`src/rtl/plic_pkg.sv`:
```
// Shared PLIC definitions: target FSM encoding, ID width helper
// and the reserved "no interrupt" ID.
package plic_pkg;

    typedef enum logic [1:0] {
        IDLE    = 2'd0,
        RESP    = 2'd1,
        SETTLE1 = 2'd2,
        SETTLE2 = 2'd3
    } state_t;

    localparam int ID_NONE = 0;

    function automatic int id_width(input int n);
        return $clog2(n + 1);
    endfunction

endpackage

```
`src/rtl/plic_max_sel.sv`:
```
// Combinational winner select: highest priority among qualifying
// sources, ties resolved toward the lowest source ID.
module plic_max_sel
    import plic_pkg::*;
#(
    parameter int NSRC   = 8,
    parameter int PRIO_W = 3,
    parameter int ID_W   = id_width(NSRC)
) (
    input  logic [NSRC-1:0]        ip,
    input  logic [NSRC-1:0]        en,
    input  logic [NSRC*PRIO_W-1:0] prio,
    input  logic [PRIO_W-1:0]      threshold,
    output logic [ID_W-1:0]        win_id,
    output logic [PRIO_W-1:0]      win_prio
);

    logic [PRIO_W-1:0] p;

    // Scan upward; strict compare keeps the lower ID on a tie
    always_comb begin
        win_id   = ID_W'(ID_NONE);
        win_prio = '0;
        p        = '0;
        for (int i = 0; i < NSRC; i++) begin
            p = prio[i*PRIO_W +: PRIO_W];
            if (ip[i] && en[i] && (p > threshold) && (p > win_prio)) begin
                win_id   = ID_W'(i + 1);
                win_prio = p;
            end
        end
    end

endmodule

```
`src/rtl/plic_target.sv`:
```
// Per-hart PLIC target: arbitration, eip generation and the
// claim/complete handshake toward the gateways.
module plic_target
    import plic_pkg::*;
#(
    parameter int NSRC   = 8,
    parameter int PRIO_W = 3,
    parameter int ID_W   = id_width(NSRC)
) (
    input  logic                   clk,
    input  logic                   rst_n,
    input  logic [NSRC-1:0]        src_ip,
    input  logic [NSRC*PRIO_W-1:0] src_prio,
    input  logic [NSRC-1:0]        src_en,
    input  logic [PRIO_W-1:0]      threshold,
    input  logic                   claim_req,
    output logic                   claim_ack,
    output logic [ID_W-1:0]        claim_id,
    input  logic                   complete_req,
    input  logic [ID_W-1:0]        complete_id,
    output logic [NSRC-1:0]        gw_claim,
    output logic [NSRC-1:0]        gw_complete,
    output logic                   eip
);

    state_t            state;
    state_t            state_next;
    logic [ID_W-1:0]   sel_id;
    logic [ID_W-1:0]   best_id;
    logic [ID_W-1:0]   claim_q;
    logic [PRIO_W-1:0] sel_prio;
    logic [PRIO_W-1:0] best_prio;
    logic [NSRC-1:0]   active;
    logic [NSRC-1:0]   claim_hot;
    logic [NSRC-1:0]   cmp_hot;
    logic [NSRC-1:0]   set_mask;
    logic [NSRC-1:0]   clr_mask;
    logic [NSRC-1:0]   gw_complete_q;
    logic              eip_q;

    plic_max_sel #(
        .NSRC   (NSRC),
        .PRIO_W (PRIO_W),
        .ID_W   (ID_W)
    ) u_sel (
        .ip        (src_ip),
        .en        (src_en),
        .prio      (src_prio),
        .threshold (threshold),
        .win_id    (sel_id),
        .win_prio  (sel_prio)
    );

    // Register the arbitration winner every cycle
    always_ff @(posedge clk or negedge rst_n) begin
        if (!rst_n) begin
            best_id   <= ID_W'(ID_NONE);
            best_prio <= '0;
        end else begin
            best_id   <= sel_id;
            best_prio <= sel_prio;
        end
    end

    // FSM state register
    always_ff @(posedge clk or negedge rst_n) begin
        if (!rst_n) begin
            state <= IDLE;
        end else begin
            state <= state_next;
        end
    end

    // Next state: one response cycle, then two settle cycles
    always_comb begin
        state_next = state;
        unique case (state)
            IDLE:    if (claim_req) state_next = RESP;
            RESP:    state_next = SETTLE1;
            SETTLE1: state_next = SETTLE2;
            SETTLE2: state_next = IDLE;
            default: state_next = IDLE;
        endcase
    end

    // Latch the winner when a claim read is accepted
    always_ff @(posedge clk or negedge rst_n) begin
        if (!rst_n) begin
            claim_q <= ID_W'(ID_NONE);
        end else if (state == IDLE && claim_req) begin
            claim_q <= best_id;
        end
    end

    // One-hot decode of the claimed and the completed IDs
    always_comb begin
        claim_hot = '0;
        cmp_hot   = '0;
        for (int i = 0; i < NSRC; i++) begin
            if (claim_q == ID_W'(i + 1)) claim_hot[i] = 1'b1;
            if (complete_id == ID_W'(i + 1)) cmp_hot[i] = 1'b1;
        end
    end

    // Claim sets win over a complete hitting the same bit
    always_comb begin
        set_mask = (state == RESP) ? claim_hot : '0;
        clr_mask = complete_req ? (cmp_hot & active & ~set_mask) : '0;
    end

    // Active mask and registered complete pulse
    always_ff @(posedge clk or negedge rst_n) begin
        if (!rst_n) begin
            active        <= '0;
            gw_complete_q <= '0;
        end else begin
            active        <= (active & ~clr_mask) | set_mask;
            gw_complete_q <= clr_mask;
        end
    end

    // eip held low while a claim is in flight
    always_ff @(posedge clk or negedge rst_n) begin
        if (!rst_n) begin
            eip_q <= 1'b0;
        end else begin
            eip_q <= (best_id != ID_W'(ID_NONE)) &&
                     (best_prio != '0) &&
                     (state_next == IDLE);
        end
    end

    assign claim_ack   = (state == RESP);
    assign claim_id    = claim_ack ? claim_q : ID_W'(ID_NONE);
    assign gw_claim    = set_mask;
    assign gw_complete = gw_complete_q;
    assign eip         = eip_q;

endmodule

```
`config.mk`:
```
export PLATFORM = sky130hd
export DESIGN_NAME = plic_target
export DESIGN_NICKNAME = d
export VERILOG_FILES = /design/src/rtl/plic_pkg.sv /design/src/rtl/plic_max_sel.sv /design/src/rtl/plic_target.sv
export SDC_FILE = /design/constraint.sdc
export NUM_CORES = 1
export LEC_CHECK = 0
export CORE_MARGIN = 8
export CORE_UTILIZATION = 37
export CTS_CLUSTER_DIAMETER = 40
export DETAILED_ROUTE_END_ITERATION = 8
export PLACE_DENSITY = 0.67
export SLEW_MARGIN = 0
export SYNTH_ARGS = -nofsm -noshare
export SYNTH_HDL_FRONTEND = slang
export SYNTH_HIERARCHICAL = 1
export SYNTH_SLANG_ARGS = --single-unit
```
`constraint.sdc`:
```
create_clock -name clk -period 2.15 [get_ports clk]
set_input_delay 0.43 -clock clk [delete_from_list [all_inputs] [get_ports clk]]
set_output_delay 0.43 -clock clk [all_outputs]
set_load 0.01 [all_outputs]
```
==> results.py <==
metrics = {
    "setup_path": {
        "critical_path_class": "in2reg",
        "startpoint_type": "primary input",
        "cpMaxStageDelayCell": "mux2_4",
        "r2r-start": "state[1]",
        "endpoint_kind": "flop",
        "path_delay_family": "compound AO/OA/AOI/OAI gates",
        "worstReg2RegEnd": "gw_complete[7]",
        "max_stage_delay_ns": 0.34,
        "crit_top_cell": "ha_4",
        "reg2regPathDepth": 7,
        "cp_data_arrival_time_ns": 9.65,
        "cp_data_required_time_ns": 2.34,
        "crit_buf_inv": 5,
        "regToRegSetupSlack_ns": 0.52,
        "crit_fanout": 5,
    },
    "timing": {
        "maxSlewViolCount": 0,
        "max_slew.worst_pin.slew_ns": 0.492,
        "setup-violations-final": 7,
        "fmax_mhz": 106,
        "max_slew_margin_pct": 67.0,
        "fin_skew_ns": 0.00959,
        "hold_violations": 0,
        "rsz0062_at_grt": "true",
        "setup_ws_ns": -7.31,
        "tns_ns": -51.05,
        "worst_hold_slack_ns": 0.468,
        "timing.final.crit_share_pct": 440,
        "period_minus_slack_ns": 9.46,
    },
    "worst_hold_path": {
        "hold_class": "reg2reg",
        "min-delay-start": "active[4]",
        "hold_path_end": "active[4]",
        "holdPathStages": 1,
    },
    "clock_tree": {
        "root_buffer": "clkbuf_8",
        "clkSlewWorstSetupHoldPaths_ns": 0.06,
        "cts_max_path_buffers": 2,
        "cts_made_buffers": 5,
        "cts_tree": "done",
        "clock_sinks": 30,
        "worstSkewPairLatency_ns": 0.27,
        "ctsHoldBuffers": 0,
        "htree_levels": 2,
    },
    "cells_and_area": {
        "nFillCells": 612,
        "syn_to_final_growth_pct": 71.7,
        "multi_input_area_um2": 2320,
        "final_area_um2": 4830,
        "final_cell_count_no_fill": 574,
        "regArea_um2": 753,
        "nets": 571,
        "drive_gt1_share_pct": 41.3,
        "diodes": 0,
    },
    "logic_synthesis": {
        "yosysWarnings": 6,
        "synthArstFlopShare_pct": 100,
        "synthTopCellsByCount": "45 x ha_1, 30 x dfrtp_1, 28 x inv_1",
        "synth.most_common_cell": "ha_1",
        "synth.distinct_cells": 58,
        "synth_top_cell_by_area": "dfrtp_1",
        "synth.avg_cell_area_um2": 9.34,
        "synthesis.area_um2": 2810,
        "yosysTopAreaCellShare_pct": 26.7,
        "yosysSeqAreaShare_pct": 26.7,
        "synth_area_leaders": "dfrtp_1 27%, ha_1 20%, a21oi_1 3.9%, inv_1 3.7%, a21o_1 2.9%",
        "synthesis.nets": 397,
        "synth-main-ff-cell": "dfrtp_1",
        "yosys_register_bits": 30,
        "synth_edf_count": 0,
        "synth_cells": 301,
    },
    "job": {
        "maxCapViolCount": 0,
    },
    "routing": {
        "wl_per_cell_um": 14.3,
        "ant_nets": 0,
        "drtIter0Drc": 58,
        "via_per_inst": 5.16,
        "num_vias": 2962,
        "drtPass1Iterations": 4,
        "drcViolationCount": 0,
        "drt-total-wl_mm": 8.22,
    },
    "placement": {
        "pre_cts_ws_ns": -8.12,
        "placed_area_um2": 4380,
        "place_congestion": 0.846,
        "placed_cells": 545,
        "dp_hpwl_mm": 6.60,
        "port_buffers": 72,
    },
    "floorplan": {
        "die_h_um": 103,
        "die_w_um": 103,
        "core_area_um2": 7290,
        "start_util_pct": 38.6,
        "io_pins": 73,
        "fp.dieArea_um2": 10600,
        "core.rowCount": 31,
    },
    "run_status": {
        "violations": "setup timing",
        "status": "finished, violations left",
    },
    "grt": {
        "grt_pass1_vias": 3111,
        "grt_pass1_wl_mm": 13.4,
        "grt_use_total_pct": 15.4,
        "antenna_found_initial": 0,
        "grt_max_degree": 31,
        "overflow": 0,
    },
    "power": {
        "peakVddDrop_uv": 309,
        "p_leak_nw": 2.29,
        "power_density_nw_per_um2": 558,
    },
}
-- layout by cell type, fill, tap and decap left out, types with 7 or more instances in the layout --
master and instances:
a21o_1 11, nand2_1 13, nand3_1 14, ha_4 15, ha_1 30, inv_1 22
dfrtp_1 28, dlygate4sd2_1 10, clkdlybuf4s50_1 55, nor2_1 11, buf_4 94, a21oi_1 13
nand3b_1 7, a21oi_2 8
-- cells by family after synthesis --
| group | synth area share (%) |
|---|---|
| buffers and inverters | 4.41 |
| muxes | 7.25 |
| AOI/OAI and AO/OA | 19.3 |
| DFF | 26.7 |
| and+or+nand+nor | 22.3 |
| adders and majority gates | 20.0 |
-- metrics by stage --
step | power [mW] | util [%]
floorplan | 1.53 | -
global placement | 2.08 | 60.1
detailed placement | 2.13 | 60.1
CTS | 2.63 | 64.2
global route | 2.89 | 66.2
finish | 2.69 | 66.2
-- state kept, by name (all words and copies together), names as in the netlist --
signal and count:
active 8, gw_complete 8, best_id 4, claim_q 4
best_prio 3, state 2, eip 1
-- worst register-to-register path: cells and delay by family, from the launching register on --
kind,cells,cell delay (ns)
simple gates,3,0.66
flops,1,0.38
fa+ha+maj,1,0.15
buf+inv,3,0.33
-- timing repair --
action,4_1_cts,5_1_grt
pin swaps,28,24
setup buffers,13,9
endpoints found under the setup margin,19,11
gates resized for setup,67,15
-- routing by layer --
layer / GRT usage, % / up-vias / wire length, um
met1: 16.2 / 1396 / 3270
met3: 1.81 / 16 / 408
met5: 0 / - / 0
met4: 5.23 / 0 / 175
met2: 30.7 / 73 / 4370
li1: - / 1477 / -
-- power by group --
part / switching (mW) / internal, mW
combinational: 0.642 / 0.821
clock: 0.189 / 0.216
sequential: 0.102 / 0.721
-- worst max-delay path by stage --
stage | end | depth (start not counted) | start
after detailed placement | best_prio[1] | 47 | threshold[1]
after global routing | best_prio[1] | 49 | threshold[1]
final | best_prio[1] | 49 | threshold[1]
after global placement | best_prio[1] | 47 | threshold[1]
after floorplan | best_prio[0] | 49 | threshold[2]
after CTS | best_prio[1] | 47 | threshold[1]
-- area by class of cell --
type	count	share of cell area, %
clock buffers	5	1.43
multi-input cells	241	48.0
repair buffers	169	29.8
inverters	28	2.33
well taps	99	2.57
flip-flops and latches	30	15.6
clock inverters	2	0.207
(Power assumes the default switching activity.)
